<file path="config.mk">
export PLATFORM = sky130hd
export DESIGN_NAME = config_shift_mux_flat
export DESIGN_NICKNAME = d
export VERILOG_FILES = /design/src/rtl/config_shift_mux_if.sv /design/src/rtl/config_shift_mux.sv /design/src/flat_wrapper.sv
export SDC_FILE = /design/constraint.sdc
export NUM_CORES = 1
export LEC_CHECK = 0
export CORE_AREA = 2 2 39 41
export CTS_BUF_LIST = sky130_fd_sc_hd__clkbuf_4
export CTS_CLUSTER_DIAMETER = 40
export DETAILED_ROUTE_END_ITERATION = 10
export DIE_AREA = 0 0 41 43
export HOLD_SLACK_MARGIN = 0.05
export PLACE_DENSITY = 0.49
export SLEW_MARGIN = 30
export SYNTH_ARGS = -nofsm -noshare
export SYNTH_HDL_FRONTEND = slang
export SYNTH_SLANG_ARGS = --single-unit
</file>
<file path="constraint.sdc">
create_clock -name clock -period 4.15 [get_ports clock]
set_clock_uncertainty 0.2 [all_clocks]
set_input_delay 1.245 -clock clock [delete_from_list [all_inputs] [get_ports clock]]
set_output_delay 1.245 -clock clock [all_outputs]
set_load 0.005 [all_outputs]
</file>
<file path="src/rtl/config_shift_mux_if.sv">
// -----------------------------------------------------------------------------
// config_shift_mux_if
//   Bundles the routing data and serial configuration signals of one
//   config_shift_mux instance. Clock and reset stay outside as plain ports.
//
//   Signals:
//     data_in        routing inputs, N_INPUTS wide
//     data_out       selected routing input
//     config_in      serial configuration bit, MSB of the select first
//     config_enable  shift strobe for the configuration chain
//     config_commit  copies the shift register into the active select
//     config_out     serial output towards the next instance in the chain
//     configured     high once a commit has happened since reset
//
//   Modports:
//     master  drives data_in and the config strobes (fabric / bench side)
//     slave   the multiplexer itself
// -----------------------------------------------------------------------------
interface config_shift_mux_if #(
  parameter int N_INPUTS = 6
);
  logic [N_INPUTS-1:0] data_in;
  logic                data_out;
  logic                config_in;
  logic                config_enable;
  logic                config_commit;
  logic                config_out;
  logic                configured;

  modport master (
    output data_in,
    output config_in,
    output config_enable,
    output config_commit,
    input  data_out,
    input  config_out,
    input  configured
  );

  modport slave (
    input  data_in,
    input  config_in,
    input  config_enable,
    input  config_commit,
    output data_out,
    output config_out,
    output configured
  );
endinterface

</file>
<file path="src/rtl/config_shift_mux.sv">
// -----------------------------------------------------------------------------
// config_shift_mux
//   N:1 routing multiplexer with its own serial configuration chain.
//   A SEL_WIDTH-bit shift register is loaded one bit per enabled clock,
//   MSB first, and a commit strobe copies it into the active select so the
//   route changes atomically. Select codes at or above N_INPUTS, and any
//   select before the first commit, route a constant 0.
//
//   Ports:
//     clock  rising-edge fabric/config clock
//     reset  asynchronous, active-high reset
//     bus    config_shift_mux_if.slave (data_in, data_out, config_in,
//            config_enable, config_commit, config_out, configured)
//
//   Parameters:
//     N_INPUTS    number of routing inputs (>= 2)
//     SEL_WIDTH   select width and length of this instance's config chain
//     REGISTERED  1: data_out registered (latency 1); 0: combinational
// -----------------------------------------------------------------------------
module config_shift_mux #(
  parameter int N_INPUTS   = 6,
  parameter int SEL_WIDTH  = $clog2(N_INPUTS),
  parameter bit REGISTERED = 1'b0
) (
  input logic               clock,
  input logic               reset,
  config_shift_mux_if.slave bus
);

  logic [SEL_WIDTH-1:0] sr_q;
  logic [SEL_WIDTH-1:0] sr_d;
  logic [SEL_WIDTH-1:0] act_q;
  logic [SEL_WIDTH-1:0] act_d;
  logic                 configured_q;
  logic                 configured_d;
  logic                 sel_val_s;

  // Shift register next state: one new bit enters at the LSB per enabled edge.
  generate
    if (SEL_WIDTH == 1) begin : g_sr_single
      always_comb begin
        sr_d = sr_q;
        if (bus.config_enable) begin
          sr_d = bus.config_in;
        end else begin
          sr_d = sr_q;
        end
      end
    end else begin : g_sr_multi
      always_comb begin
        sr_d = sr_q;
        if (bus.config_enable) begin
          sr_d = {sr_q[SEL_WIDTH-2:0], bus.config_in};
        end else begin
          sr_d = sr_q;
        end
      end
    end
  endgenerate

  // Commit next state: act samples the pre-shift sr_q, so a shift on the
  // same edge does not leak into the committed select.
  always_comb begin
    act_d        = act_q;
    configured_d = configured_q;
    if (bus.config_commit) begin
      act_d        = sr_q;
      configured_d = 1'b1;
    end else begin
      act_d        = act_q;
      configured_d = configured_q;
    end
  end

  // Configuration state registers.
  always_ff @(posedge clock or posedge reset) begin
    if (reset) begin
      sr_q         <= {SEL_WIDTH{1'b0}};
      act_q        <= {SEL_WIDTH{1'b0}};
      configured_q <= 1'b0;
    end else begin
      sr_q         <= sr_d;
      act_q        <= act_d;
      configured_q <= configured_d;
    end
  end

  // Explicit one-hot decode: codes with no matching input contribute nothing,
  // which gives the zero-padded behaviour without an out-of-range index.
  always_comb begin
    sel_val_s = 1'b0;
    for (int i = 0; i < N_INPUTS; i++) begin
      sel_val_s = sel_val_s |
                  (configured_q & (act_q == SEL_WIDTH'(i)) & bus.data_in[i]);
    end
  end

  generate
    if (REGISTERED) begin : g_out_reg
      logic out_q;

      // Pipelined routing stage.
      always_ff @(posedge clock or posedge reset) begin
        if (reset) begin
          out_q <= 1'b0;
        end else begin
          out_q <= sel_val_s;
        end
      end

      assign bus.data_out = out_q;
    end else begin : g_out_comb
      assign bus.data_out = sel_val_s;
    end
  endgenerate

  assign bus.config_out = sr_q[SEL_WIDTH-1];
  assign bus.configured = configured_q;

endmodule

</file>
<file path="src/flat_wrapper.sv">
// flat-port wrapper written by rule: the top's interface ports become plain ports
module config_shift_mux_flat 
#(
  parameter int N_INPUTS   = 6,
  parameter int SEL_WIDTH  = $clog2(N_INPUTS),
  parameter bit REGISTERED = 1'b0
)
  (clock, reset, bus_data_in, bus_config_in, bus_config_enable, bus_config_commit, bus_data_out, bus_config_out, bus_configured);
  config_shift_mux_if #(.N_INPUTS(N_INPUTS)) bus_i ();
  input logic clock;
  input logic reset;
  input wire logic [$bits(bus_i.data_in)-1:0] bus_data_in;
  input wire logic [$bits(bus_i.config_in)-1:0] bus_config_in;
  input wire logic [$bits(bus_i.config_enable)-1:0] bus_config_enable;
  input wire logic [$bits(bus_i.config_commit)-1:0] bus_config_commit;
  output wire logic [$bits(bus_i.data_out)-1:0] bus_data_out;
  output wire logic [$bits(bus_i.config_out)-1:0] bus_config_out;
  output wire logic [$bits(bus_i.configured)-1:0] bus_configured;
  assign bus_i.data_in = bus_data_in;
  assign bus_i.config_in = bus_config_in;
  assign bus_i.config_enable = bus_config_enable;
  assign bus_i.config_commit = bus_config_commit;
  assign bus_data_out = bus_i.data_out;
  assign bus_config_out = bus_i.config_out;
  assign bus_configured = bus_i.configured;
  config_shift_mux #(.N_INPUTS(N_INPUTS), .SEL_WIDTH(SEL_WIDTH), .REGISTERED(REGISTERED)) u_core (.clock(clock), .reset(reset), .bus(bus_i));
endmodule
</file>
# Word-level counts from Yosys, hierarchy flattened
# Cells that the tools add are included.
classes:
  n_eq_ne: 5
  n_bitwise: 17
  reduce_logical: 1
ops:
  columns: ["op", "count"]
  rows:
  - ["bitwise AND 1 bit", 12]
  - ["equality test 3 x 2 -> 1 bit (second input constant)", 2]
  - ["equality test 3 bit (second input constant)", 2]
  - ["bitwise OR 1 bit", 5]
  - ["equality test 3 x 1 -> 1 bit (second input constant)", 1]
  - ["zero test 3 bit", 1]
word_totals:
  regBits: 7
  inputBits: 11
  out_inout_bits: 3
  elab_cells: 26

# Logic depth before layout (Yosys ltp)
# Gate-level depths: netlist of the first run.
depth:
  ltp_word: 8
  depth_mapped: 3
  ltp_nobuf: 3

# Worst setup path before layout of the first run
# No wires, ideal clock.
synth_path:
  path_type: "input to output"
  startpoint: "input bus_data_in[3]"
  endpoint: "output bus_data_out"
  arrival_time_ns: 1.976
  required_ns: 2.705
  slack_ns: 0.729
  stages: 3
  n_path_buf: 0
  path_cell_list: "mux4_2 -> nor2b_1 -> o21a_1"
synth_between:
  elab_chain_len: 4
synth_lines:
  columns: ["element", "line_no", "source"]
  rows:
  - ["from (decl)", "flat_wrapper.sv:12", "input wire logic [$bits(bus_i.data_in)-1:0] bus_data_in;"]
  - ["bitwise AND 1 bit", "config_shift_mux.sv:94", "(configured_q & (act_q == SEL_WIDTH'(i)) & bus.data_in[i]);"]
  - ["bitwise OR 1 bit (3 in a row)", "config_shift_mux.sv:93", "sel_val_s = sel_val_s |"]
  - ["to (decl)", "flat_wrapper.sv:16", "output wire logic [$bits(bus_i.data_out)-1:0] bus_data_out;"]
# Every way passes these cells.

# Worst setup path in the final report of the first run
# Ends and elaborated chain as after synthesis.

==> results of run 1 <==
-- cells in the mapped netlist --
cell type and n:
or2_1 1, dfrtp_1 7, mux2i_1 1, inv_1 1, nor3b_1 1, mux2_1 6, nor2b_1 1, mux4_2 1
o21a_1 1
-- cell families after synthesis --
group	share of synthesized area
AO/OA/AOI/OAI	0.02450
AND/OR/NAND/NOR	0.06534
flip-flops	0.5714
multiplexers	0.3265
buffers and inverters	0.01223
-- cell type report --
| class | instances | area [sq um] |
|---|---|---|
| sequential | 7 | 175.2 |
| tap | 16 | 20.02 |
| multi-input combinational | 12 | 127.6 |
| fill | 137 | 897.1 |
| inverter | 1 | 3.754 |
| clock buffer | 4 | 30.03 |
| timing repair buffer | 13 | 130.1 |
-- per-layer routing --
layer  GRT usage  up-vias
met1     0.09539      105
li1            -      105
met3     0.02094        0
met5           0        -
met2      0.1313       11
met4     0.08000        0
-- worst max-delay path, delay by kind of cell --
family                 cells  cell delay [ns]
and+or+nand+nor            1             0.15
muxes                      1             0.47
buffers and inverters      2             0.59
AOI/OAI and AO/OA          1             0.16
-- worst paths after layout --
path	slack, ns	start	endpoint	depth (start not counted)
setup / recovery	0.09	bus_data_in[3]	bus_data_out	5
hold / removal	0.29	u_core.bus.configured	u_core.bus.configured	1
setup reg to reg	3.14	u_core.act_q[0]	u_core.act_q[0]	1
hold reg to reg	0.29	u_core.bus.configured	u_core.bus.configured	1
max in group asynchronous	2.52	reset	u_core.act_q[0]	2
min in group asynchronous	1.03	reset	u_core.sr_q[2]	2
-- metrics by stage --
| stage | instance area, sq um | TNS [ns] | power (mW) | instances | util |
|---|---|---|---|---|---|
| after floorplan | 306.5 | 0 | 0.1048 | 20 | - |
| after global placement | 456.7 | -0.1353 | 0.1283 | 49 | 0.3300 |
| after detailed placement | 456.7 | -0.1628 | 0.1303 | 49 | 0.3300 |
| after CTS | 485.5 | 0 | 0.1971 | 53 | 0.3508 |
| after global routing | 486.7 | 0 | 0.2077 | 53 | 0.3517 |
| final | 486.7 | 0 | 0.1929 | 53 | 0.3517 |
-- power breakdown --
part           switching (mW)  internal (mW)  total (mW)
sequential            0.00832         0.0786      0.0869
combinational          0.0106         0.0288      0.0395
clock                  0.0234         0.0431      0.0665
total                  0.0423          0.151       0.193
-- registers in the layout, summed over array words and instances (netlist names) --
name                   cells
u_core.sr_q                3
u_core.bus.configured      1
u_core.act_q               3
-- timing repair --
action | CTS | global route
pin swaps | 0 | 0
resized for setup | 1 | 1
gates cloned | 0 | 0
setup endpoints to repair | 1 | 1
==> flow_summary.ini, run 1 <==
[timing]
report.final.slew_viol_count = 0
max_freq_mhz = 246.2
slew_headroom = 0.8254
period_share = 0.9789
worst_pin_slew_ns = 0.2616
hold_violations = 0
setup_violations = 0
setup_slack_ns = 0.08756
rsz0062_at_grt = no
hold_slack_ns = 0.2939
min_period_ns = 4.062

[final_layout]
final_cell_mix = 12 x clkdlybuf4s50_1, 7 x dfrtp_1, 6 x mux2_1, 4 x clkbuf_4
drive_above_1_share = 0.1351
diodes = 0
final_net_count = 49
area_delta_synth_final_pct = 58.78
final_common_cell = clkdlybuf4s50_1

[global_routing]
grt_start_max_net_pins = 8
grt_pass1_vias = 269
overflow = 0
grt_antenna_before_repair = 0
track_usage = 0.08797
grt_first_pass_wirelength_mm = 1.021

[floorplanning]
die_y_um = 43
core-area_sq_um = 1384
ios = 14
std_cell_rows = 14
die-area_sq_um = 1763
die_w_um = 41
initial_core_util = 0.2215

[clocking]
clockRootBuffer = clkbuf_4
htreeDepth = 1
post-cts-setup-buffers = 0
numCtsBuffers = 3
hold_buffers = 0
clkLatencyLatePin_ns = 0.24
cts_buffer_depth = 2
cts_tree = built
cts_sinks = 7
cts.clk_slew.worst_paths_ns = 0.05

[routing]
drc_errors = 0
wl_met3_um = 68
wl_met2_um = 281
top_layer_used = met3
drtPass1Iterations = 1
m1WireLength_um = 233
vias_per_cell = 4.170
drt-wirelength-per-cell_um = 11.00
wirelength_um = 583
vias = 221
drtAntennaViolNets = 0
drt_first_iter_violations = 0

[logic_synthesis]
synth_nets = 31
syn_inst = 20
syn_area_sq_um = 306.5
ys_seq_area_frac = 0.5714
synth_top_area_frac = 0.5714
yosysWarnings = 0
ys_types = 9
avgSynthCellArea_sq_um = 15.33
yosysTopAreaCell = dfrtp_1
synth-seq-cells = 7
yosys-top-cells-area = dfrtp_1 57%, mux2_1 22%, mux4_2 7.3%

[place]
dp_hpwl_um = 474
port_buffers = 13
gp_congestion = 0.6354
place_ws_ns = -0.1628

[pwr]
max-vdd-ir-drop_v = 0.0001469
power_density_nw_per_um2 = 396.2
p_leak_nw = 0.1984

[critical_path]
critPathKind = input pin to output port
cp.required_ns = 2.70
worstPathCellList = clkdlybuf4s50_1 -> mux4_2 -> nor2b_1 -> o21a_1 -> clkdlybuf4s15_1
arrival_ns = 2.62
startpoint_type = input pin
cp_slowest_cell = mux4_2
endpoint_kind = output port
crit_fanout = 1
crit_path_max_incr_delay_ns = 0.47

[job]
maxCapViolations = 0

[status]
status = finished, final reports clean

[hold_path]
min_path_type = register to register
No activity file was read; power rests on OpenSTA's default activity.
==> run 2: changes to the inputs <==
--- a/config.mk
+++ b/config.mk
@@ -11,7 +11,6 @@
 export DETAILED_ROUTE_END_ITERATION = 10
 export DIE_AREA = 0 0 41 43
 export HOLD_SLACK_MARGIN = 0.05
-export PLACE_DENSITY = 0.49
 export SLEW_MARGIN = 30
 export SYNTH_ARGS = -nofsm -noshare
 export SYNTH_HDL_FRONTEND = slang
==> flow_summary.ini, run 2 (same netlist as run 1, synthesis figures left out) <==
[status]
status = finished, final reports clean

[routing]
drtAntennaViolNets = 0
wirelength_um = 612
vias_per_cell = 4.283
drtPass1Iterations = 1
drt-wirelength-per-cell_um = 11.55
vias = 227
drc_errors = 0
drt_first_iter_violations = 0

[place]
port_buffers = 13
place_ws_ns = -0.1602
gp_congestion = 0.6381
placed_area_sq_um = 456.7
dp_cells = 49

[final_layout]
diodes = 0
final_area_sq_um = 488.0
area_delta_synth_final_pct = 59.18
drive_above_1_share = 0.1351
layout.cells.non_filler = 53
final_common_cell = clkdlybuf4s50_1
final_cell_mix = 11 x clkdlybuf4s50_1, 7 x dfrtp_1, 6 x mux2_1, 4 x clkbuf_4
final_net_count = 49
final_core_util = 0.3526

[clocking]
numCtsBuffers = 3
post-cts-setup-buffers = 0
hold_buffers = 0
cts_buffer_depth = 2
clockRootBuffer = clkbuf_4
cts.clk_slew.worst_paths_ns = 0.05
cts_tree = built
htreeDepth = 1
clkLatencyLatePin_ns = 0.24
cts_sinks = 7

[pwr]
total_power_mw = 0.1908
p_leak_nw = 0.2091
max-vdd-ir-drop_v = 0.0001854
power_frac_comb = 0.200
power_frac_seq = 0.457
p_int_mw = 0.1497
sw_frac_of_total = 0.2157
p_clk_frac = 0.344
power_density_nw_per_um2 = 391.0
switching_power_mw = 0.04116

[timing]
rsz0062_at_grt = no
slew_headroom = 0.8193
min_period_ns = 4.091
finalSetupTns_ns = 0
setup_slack_ns = 0.05903
report.final.slew_viol_count = 0
hold_violations = 0
hold_slack_ns = 0.2943
max_freq_mhz = 244.4
period_share = 0.9858
worst_pin_slew_ns = 0.2708
setup_violations = 0

[global_routing]
track_usage = 0.08316
overflow = 0
grt_pass1_vias = 247
grt_start_max_net_pins = 8
grt_first_pass_wirelength_um = 890
grt_antenna_before_repair = 0

[critical_path]
crit_end = bus_data_out
r2r_start = u_core.act_q[0]
endpoint_kind = output port
arrival_ns = 2.65
crit_start = bus_data_in[2]
cp.required_ns = 2.70
worst_r2r_endpoint = u_core.act_q[0]
startpoint_type = input pin
critPathKind = input pin to output port
r2r_slack_ns = 3.12
r2r_cells = 1
crit_fanout = 1

[floorplanning]
initial_core_util = 0.2215
ios = 14
core-area_sq_um = 1384
die_y_um = 43
die-area_sq_um = 1763
std_cell_rows = 14
die_w_um = 41

[job]
maxCapViolations = 0

[hold_path]
min_path_type = register to register
[run 2: cell types whose count changed in the layout (fill, tap and decap cells not counted), sizes merged]
cell	previous run	this run
dlymetal6s2s	0	1
clkdlybuf4s15	1	0
clkdlybuf4s50	12	11
dlygate4sd2	0	1
[run 2: what timing repair did]
item	in CTS	in global routing
hold endpoints to repair	0	0
resized for setup	1	1
endpoints found under the setup margin	1	1
[run 2: worst min path at each step]
stage,cells past startpoint,end,from
floorplan,1,u_core.sr_q[0],u_core.sr_q[0]
global placement,1,u_core.bus.configured,u_core.bus.configured
detailed placement,1,u_core.bus.configured,u_core.bus.configured
CTS,1,u_core.bus.configured,u_core.bus.configured
global route,1,u_core.bus.configured,u_core.bus.configured
finish,1,u_core.bus.configured,u_core.bus.configured
[run 2: power by group through the flow]
| stage | Combinational, mW | Sequential, mW | Clock [mW] |
|---|---|---|---|
| final | 0.0381 | 0.0871 | 0.0656 |
| after global routing | 0.0418 | 0.0885 | 0.0739 |
| after CTS | 0.0392 | 0.0873 | 0.0685 |
| after detailed placement | 0.0411 | 0.0884 | 0 |
| after global placement | 0.0402 | 0.0873 | 0 |
| after floorplan | 0.0192 | 0.0856 | 0 |
[run 2: final cells by class]
class,instances,area (sq um)
Sequential cell,7,175.2
Tap cell,16,20.02
Clock buffer,4,30.03
Fill cell,136,895.9
Timing Repair Buffer,13,131.4
Multi-Input combinational cell,12,127.6
Inverter,1,3.754
[run 2: worst max-delay path, cell delays in order]
cell and delay [ns]:
clkdlybuf4s50_1 0.39, mux4_2 0.46, nor2b_1 0.14, o21a_1 0.15, dlygate4sd2_1 0.25
[run 2: layer usage]
metal  GRT usage  up-vias  part of all wire
met4     0.06000        0                 0
met1     0.07309      107              0.42
met5           0        -                 0
met3     0.04712        0              0.12
li1            -      106                 -
met2      0.1313       14              0.46
==> run 3: changes to the inputs <==
--- a/config.mk
+++ b/config.mk
@@ -5,6 +5,7 @@
 export SDC_FILE = /design/constraint.sdc
 export NUM_CORES = 1
 export LEC_CHECK = 0
+export CAP_MARGIN = 5
 export CORE_AREA = 2 2 39 41
 export CTS_BUF_LIST = sky130_fd_sc_hd__clkbuf_4
 export CTS_CLUSTER_DIAMETER = 40
==> results of run 3 <==
The final DEF is identical to that of run 2; final timing and power are the same.
